`config.mk`:
```
export PLATFORM = sky130hd
export DESIGN_NAME = micro_seq_ctrl_flat
export DESIGN_NICKNAME = d
export VERILOG_FILES = /design/src/rtl/micro_seq_pkg.sv /design/src/rtl/micro_seq_if.sv /design/src/rtl/micro_cond_sel.sv /design/src/rtl/micro_seq_ctrl.sv /design/src/flat_wrapper.sv
export SDC_FILE = /design/constraint.sdc
export NUM_CORES = 1
export LEC_CHECK = 0
export ABC_CLOCK_PERIOD_IN_PS = 3100
export BUFFER_PORTS_ARGS = -buffer_cell sky130_fd_sc_hd__buf_2
export CAP_MARGIN = 20
export CELL_PAD_IN_SITES_DETAIL_PLACEMENT = 0
export CELL_PAD_IN_SITES_GLOBAL_PLACEMENT = 2
export CORE_MARGIN = 4
export CORE_UTILIZATION = 29
export DETAILED_ROUTE_END_ITERATION = 10
export PLACE_DENSITY = 0.83
export SYNTH_ARGS = -nofsm -noshare
export SYNTH_HDL_FRONTEND = slang
export SYNTH_HIERARCHICAL = 1
export SYNTH_SLANG_ARGS = --single-unit
```
`constraint.sdc`:
```
create_clock -name clock -period 3.1 [get_ports clock]
set_input_delay 0 -clock clock [delete_from_list [all_inputs] [get_ports clock]]
set_output_delay 0 -clock clock [all_outputs]
set_load 0.02 [all_outputs]
```
`src/rtl/micro_seq_pkg.sv`:
```
// Shared definitions for the micro-sequencer controller: opcodes,
// slice source-select encodings and the default loop counter width.
package micro_seq_pkg;

  localparam int CNT_W_DEFAULT = 8;

  localparam logic [3:0] OP_JZ     = 4'h0;
  localparam logic [3:0] OP_CJS    = 4'h1;
  localparam logic [3:0] OP_JMP    = 4'h2;
  localparam logic [3:0] OP_CJP    = 4'h3;
  localparam logic [3:0] OP_PUSHLD = 4'h4;
  localparam logic [3:0] OP_CRTN   = 4'h5;
  localparam logic [3:0] OP_RPCT   = 4'h6;
  localparam logic [3:0] OP_LOOP   = 4'h7;
  localparam logic [3:0] OP_LDAR   = 4'h8;
  localparam logic [3:0] OP_LDCT   = 4'h9;

  typedef enum logic [1:0] {
    SEL_PC  = 2'b00,
    SEL_AR  = 2'b01,
    SEL_STK = 2'b10,
    SEL_DIN = 2'b11
  } sel_e;

endpackage

```
`src/rtl/micro_seq_if.sv`:
```
// Pipeline-register fields in, Am2909 slice controls and status out.
// master = pipeline/slice side, slave = the controller.
interface micro_seq_if #(parameter int CNT_W = micro_seq_pkg::CNT_W_DEFAULT);
  logic [3:0]       instr;
  logic [2:0]       cond_sel;
  logic             cond_pol;
  logic [7:0]       flags_in;
  logic             flags_we;
  logic [CNT_W-1:0] ct_din;
  logic             stall;
  logic             s0;
  logic             s1;
  logic             zero;
  logic             re;
  logic             fe;
  logic             pup;
  logic             cin;
  logic             ct_zero;
  logic [2:0]       depth;
  logic             stack_err;

  modport master (
    output instr, cond_sel, cond_pol, flags_in, flags_we, ct_din, stall,
    input  s0, s1, zero, re, fe, pup, cin, ct_zero, depth, stack_err
  );

  modport slave (
    input  instr, cond_sel, cond_pol, flags_in, flags_we, ct_din, stall,
    output s0, s1, zero, re, fe, pup, cin, ct_zero, depth, stack_err
  );
endinterface

```
`src/rtl/micro_cond_sel.sv`:
```
// Latched status flags and the condition-test mux. The condition always
// sees the flag value from before a same-cycle write.
module micro_cond_sel (
  input  logic       clock,
  input  logic       reset,
  input  logic [7:0] flags_in,
  input  logic       flags_we,
  input  logic [2:0] cond_sel,
  input  logic       cond_pol,
  output logic       pass
);
  logic [7:0] flag_reg;

  // flag register, written independently of stall
  always_ff @(posedge clock) begin
    if (reset)         flag_reg <= '0;
    else if (flags_we) flag_reg <= flags_in;
  end

  // selected condition with optional inversion
  always_comb begin
    pass = flag_reg[cond_sel] ^ cond_pol;
  end
endmodule

```
`src/rtl/micro_seq_ctrl.sv`:
```
// Next-address control for cascaded Am2909 slices (Am2910-lite role).
// Slice controls are combinational from the microword and registered state.
// Optional macro STACK_GUARD_EN: suppress (fe=1) a push at full or a pop
// at empty instead of letting the slice stack wrap.
module micro_seq_ctrl
  import micro_seq_pkg::*;
#(
  parameter int CNT_W       = CNT_W_DEFAULT,
  parameter int STACK_DEPTH = 4
) (
  input logic        clock,
  input logic        reset,
  micro_seq_if.slave bus
);
  localparam logic [2:0] DEPTH_MAX = 3'(STACK_DEPTH);

  logic [CNT_W-1:0] counter;
  logic [2:0]       depth;
  logic             stack_err;
  logic             pass;
  logic             full;
  logic             empty;
  sel_e             sel;
  logic             push;
  logic             pop;
  logic             cnt_dec;
  logic             cnt_load;
  logic             depth_clr;

  micro_cond_sel u_cond (
    .clock    (clock),
    .reset    (reset),
    .flags_in (bus.flags_in),
    .flags_we (bus.flags_we),
    .cond_sel (bus.cond_sel),
    .cond_pol (bus.cond_pol),
    .pass     (pass)
  );

  assign full  = (depth == DEPTH_MAX);
  assign empty = (depth == 3'd0);

  // opcode decode into slice controls and internal update requests
  always_comb begin
    sel       = SEL_PC;
    bus.zero  = 1'b1;
    bus.re    = 1'b1;
    bus.fe    = 1'b1;
    bus.pup   = 1'b0;
    bus.cin   = 1'b1;
    push      = 1'b0;
    pop       = 1'b0;
    cnt_dec   = 1'b0;
    cnt_load  = 1'b0;
    depth_clr = 1'b0;
    if (reset) begin
      bus.zero = 1'b0;
      bus.cin  = 1'b0;
    end else if (bus.stall) begin
      bus.cin = 1'b0;
    end else begin
      case (bus.instr)
        OP_JZ: begin
          bus.zero  = 1'b0;
          depth_clr = 1'b1;
        end
        OP_CJS:    if (pass) begin sel = SEL_DIN; push = 1'b1; end
        OP_JMP:    sel = SEL_DIN;
        OP_CJP:    if (pass) sel = SEL_DIN;
        OP_PUSHLD: begin push = 1'b1; cnt_load = 1'b1; end
        OP_CRTN:   if (pass) begin sel = SEL_STK; pop = 1'b1; end
        OP_RPCT:   if (counter != '0) begin sel = SEL_AR; cnt_dec = 1'b1; end
        OP_LOOP: begin
          // count remaining: re-read the stack top without popping
          if (counter != '0) begin
            sel     = SEL_STK;
            cnt_dec = 1'b1;
          end else begin
            pop = 1'b1;
          end
        end
        OP_LDAR:   bus.re = 1'b0;
        OP_LDCT:   cnt_load = 1'b1;
        default:   ;
      endcase
      if (push) begin
        bus.fe  = 1'b0;
        bus.pup = 1'b1;
      end
      if (pop) bus.fe = 1'b0;
`ifdef STACK_GUARD_EN
      if ((push && full) || (pop && empty)) bus.fe = 1'b1;
`else
`endif
    end
  end

  // loop counter, depth tracker and sticky stack error
  always_ff @(posedge clock) begin
    if (reset) begin
      counter   <= '0;
      depth     <= 3'd0;
      stack_err <= 1'b0;
    end else begin
      if (cnt_load)                     counter <= bus.ct_din;
      else if (cnt_dec && counter != '0) counter <= counter - 1'b1;
      if (depth_clr) begin
        depth <= 3'd0;
      end else if (push) begin
        if (full) stack_err <= 1'b1;
        else      depth     <= depth + 3'd1;
      end else if (pop) begin
        if (empty) stack_err <= 1'b1;
        else       depth     <= depth - 3'd1;
      end
    end
  end

  assign bus.s1        = sel[1];
  assign bus.s0        = sel[0];
  assign bus.ct_zero   = (counter == '0);
  assign bus.depth     = depth;
  assign bus.stack_err = stack_err;
endmodule

```
`src/flat_wrapper.sv`:
```
// flat-port wrapper written by rule: the top's interface ports become plain ports
module micro_seq_ctrl_flat import micro_seq_pkg::*;
#(
  parameter int CNT_W       = CNT_W_DEFAULT,
  parameter int STACK_DEPTH = 4
)
  (clock, reset, bus_instr, bus_cond_sel, bus_cond_pol, bus_flags_in, bus_flags_we, bus_ct_din, bus_stall, bus_s0, bus_s1, bus_zero, bus_re, bus_fe, bus_pup, bus_cin, bus_ct_zero, bus_depth, bus_stack_err);
  micro_seq_if #(.CNT_W(CNT_W)) bus_i ();
  input logic clock;
  input logic reset;
  input wire logic [$bits(bus_i.instr)-1:0] bus_instr;
  input wire logic [$bits(bus_i.cond_sel)-1:0] bus_cond_sel;
  input wire logic [$bits(bus_i.cond_pol)-1:0] bus_cond_pol;
  input wire logic [$bits(bus_i.flags_in)-1:0] bus_flags_in;
  input wire logic [$bits(bus_i.flags_we)-1:0] bus_flags_we;
  input wire logic [$bits(bus_i.ct_din)-1:0] bus_ct_din;
  input wire logic [$bits(bus_i.stall)-1:0] bus_stall;
  output wire logic [$bits(bus_i.s0)-1:0] bus_s0;
  output wire logic [$bits(bus_i.s1)-1:0] bus_s1;
  output wire logic [$bits(bus_i.zero)-1:0] bus_zero;
  output wire logic [$bits(bus_i.re)-1:0] bus_re;
  output wire logic [$bits(bus_i.fe)-1:0] bus_fe;
  output wire logic [$bits(bus_i.pup)-1:0] bus_pup;
  output wire logic [$bits(bus_i.cin)-1:0] bus_cin;
  output wire logic [$bits(bus_i.ct_zero)-1:0] bus_ct_zero;
  output wire logic [$bits(bus_i.depth)-1:0] bus_depth;
  output wire logic [$bits(bus_i.stack_err)-1:0] bus_stack_err;
  assign bus_i.instr = bus_instr;
  assign bus_i.cond_sel = bus_cond_sel;
  assign bus_i.cond_pol = bus_cond_pol;
  assign bus_i.flags_in = bus_flags_in;
  assign bus_i.flags_we = bus_flags_we;
  assign bus_i.ct_din = bus_ct_din;
  assign bus_i.stall = bus_stall;
  assign bus_s0 = bus_i.s0;
  assign bus_s1 = bus_i.s1;
  assign bus_zero = bus_i.zero;
  assign bus_re = bus_i.re;
  assign bus_fe = bus_i.fe;
  assign bus_pup = bus_i.pup;
  assign bus_cin = bus_i.cin;
  assign bus_ct_zero = bus_i.ct_zero;
  assign bus_depth = bus_i.depth;
  assign bus_stack_err = bus_i.stack_err;
  micro_seq_ctrl #(.CNT_W(CNT_W), .STACK_DEPTH(STACK_DEPTH)) u_core (.clock(clock), .reset(reset), .bus(bus_i));
endmodule
```
==> qor.csv <==
stage;metric;value;unit
placement;numPortBuffers;39;
synthesis;ys_warn_count;6;
status;status;finished clean;
drt;first_iter_violations;88;
global_routing;grt_pass1_wl;5.53;mm
clocking;clk_pin_slew;0.08;ns
power;powerDensity;397;nW/um^2
final_layout;seqCellArea;400;um^2
sta;clock.fmax;359;MHz
drt;wirelength;3.39;mm
synthesis;synth_edf_count;0;
synthesis;synth_seq_cells;20;
synthesis;ys_top_cells_by_area;dfxtp_1 31%, mux2i_1 11%, nor2_1 4.9%;
sta;grt_setup_unrepaired;no;
clocking;cts_tree;yes;
sta;skew;0.00634;ns
setup_path;critPathLaunchType;flip-flop;
drt;wl_met2;1.51;mm
run;maxCapViolCount;0;
power;ir_worst_vdd;0.000205;V
synthesis;synth_commonest_cells;20 x dfxtp_1, 17 x nor2_1, 14 x mux2i_1;
clocking;root_buffer;clkbuf_8;
drt;dr.pass1.iters;4;
final_layout;fin_nets;230;
power;p_leak;0.694;nW
die;core_area;4350;um^2
clocking;insertion_delay;0.26;ns
clocking;cts_buffers;3;
placement;place.gp.congestion;0.835;
worst_hold_path;hp-class;in2reg;
sta;setup_ws;0.312;ns
die;die_h;74.9;um
setup_path;crit_path_end_kind;flip-flop;
setup_path;max_stage_delay;0.47;ns
sta;slew-limit-headroom;46.6;%
clocking;post_cts_buffers;0;
drt;routed.top_layer;met4;
global_routing;antenna_found_initial;0;
synthesis;ys_types;47;
drt;wl_met3;249;um
setup_path;worstPathRequired;3.25;ns
clocking;clock-sinks;20;
synthesis;syn-instance-count;154;
setup_path;cp_data_arrival_time;2.94;ns
synthesis;async_flop_share;0;%
die;rows;24;
sta;drv_slew;0;
drt;wl_met1;1.59;mm
die;io_pins;40;
drt;vias_per_cell;5.15;
die;die_x;74.9;um
setup_path;cp_cell_sequence;mux2i_1 -> mux4_2 -> xnor2_1 -> nand3b_1 -> a21oi_4 -> xnor2_1 -> ha_1 -> or4_1 -> o21ai_0 -> o311ai_2 -> mux2i_1;
global_routing;first_global_vias;1205;
sta;period_needed;2.79;ns
global_routing;grt_util_all_layers;12.8;%
drt;ant_nets;0;
final_layout;areaGrowthSynthToFinish;30.4;%
setup_path;crit_path_max_fanout;4;
final_layout;num_antenna_cells;0;
sta;tightest_slew;0.794;ns
clocking;clockBufferDepth;2;
global_routing;grt_max_degree;20;
sta;period_share;89.9;%
drt;wire_per_inst;13.5;um
setup_path;cpMaxStageDelayCell;mux4_2;
drt;vias;1293;
placement;place_ws;0.321;ns
final_layout;n_fill_cell;470;
sta;fin_tns_setup;0;ns
synthesis;synth_flop_cell;dfxtp_1;
final_layout;drive_gt1_share;25.6;%
sta;final-setup-viol-count;0;
synthesis;synth_top_area_share;30.9;%
final_layout;multi_input_area;813;um^2
synthesis;yosysSeqAreaShare;30.9;%
synthesis;syn-num-nets;184;
drt;drc;0;
clocking;htree_levels;1;
sta;hold_slack;0.0103;ns
synthesis;syn_avg_cell_area;8.43;um^2
sta;hold_violations;0;
die;dieArea;5610;um^2
synthesis;synth_area;1300;um^2
setup_path;worstSetupPathType;reg2reg;
global_routing;overflow;0;
synthesis;synth_most_common_cell;dfxtp_1;
die;initial_core_util;29.8;%
synthesis;yosysTopAreaCell;dfxtp_1;
placement;hpwl;2.59;mm
-- stage by stage --
step	area [um^2]	util [%]	instances	power, mW
floorplan	1300	-	154	0.365
global placement	1500	34.5	235	0.400
detailed placement	1500	34.5	235	0.403
CTS	1690	38.9	251	0.681
global route	1690	38.9	251	0.707
finish	1690	38.9	251	0.672
-- cells in the final DEF, fill, tap and decap left out, drive strengths merged, types with 7 or more instances in the layout --
cell          n
buf          39
dfxtp        20
nor2         17
mux2i        14
nand2        13
dlygate4sd3  12
nor3          8
a21oi         8
inv           7
-- power breakdown --
| part | switching [mW] | internal [mW] |
|---|---|---|
| Combinational | 0.0729 | 0.0604 |
| Clock | 0.0911 | 0.172 |
| Sequential | 0.00745 | 0.268 |
-- final cells by class --
class	count	share of cell area, %
clock buffer	3	2.44
timing repair buffer	51	18.6
sequential	20	23.7
multi-input combinational	117	48.1
inverter	7	1.55
clock inverter	1	1.78
tap	52	3.85
-- worst max-delay path: cells and delay by family, from the launching register on --
kind            cells  cell delay (ns)
compound gates      3             0.42
xor+xnor            2             0.40
fa+ha+maj           1             0.21
flops               1             0.34
mux                 3             0.68
simple gates        2             0.61
-- cell families after synthesis --
family | count (synthesis) | share of synthesized area (%)
compound gates | 29 | 17.3
xor+xnor | 7 | 4.73
fa+ha+maj | 2 | 1.93
buf+inv | 17 | 6.46
flops | 20 | 30.9
mux | 15 | 12.5
simple gates | 64 | 26.2
-- what timing repair did --
action                     CTS  global route
resized for setup            0             0
hold endpoints to repair    12             0
hold buffers                12             0
setup endpoints to repair    0             0
-- metal layers --
metal / vias to the layer above / global-route usage (%)
met5: - / 0
met4: 0 / 5.34
met3: 4 / 2.27
met2: 41 / 19.4
met1: 608 / 17.7
li1: 640 / -
-- path summary, 6_finish.rpt --
kind         slack, ns                   endpoint  cells past startpoint                 startpoint
max               0.31        u_core/bus.depth[2]                     11  u_core/u_cond/flag_reg[6]
min               0.01  u_core/u_cond/flag_reg[6]                      3            bus_flags_in[6]
max reg2reg       0.31        u_core/bus.depth[2]                     11  u_core/u_cond/flag_reg[6]
min reg2reg       0.47       u_core/bus.stack_err                      1       u_core/bus.stack_err
No activity file was read; power rests on OpenSTA's default activity.
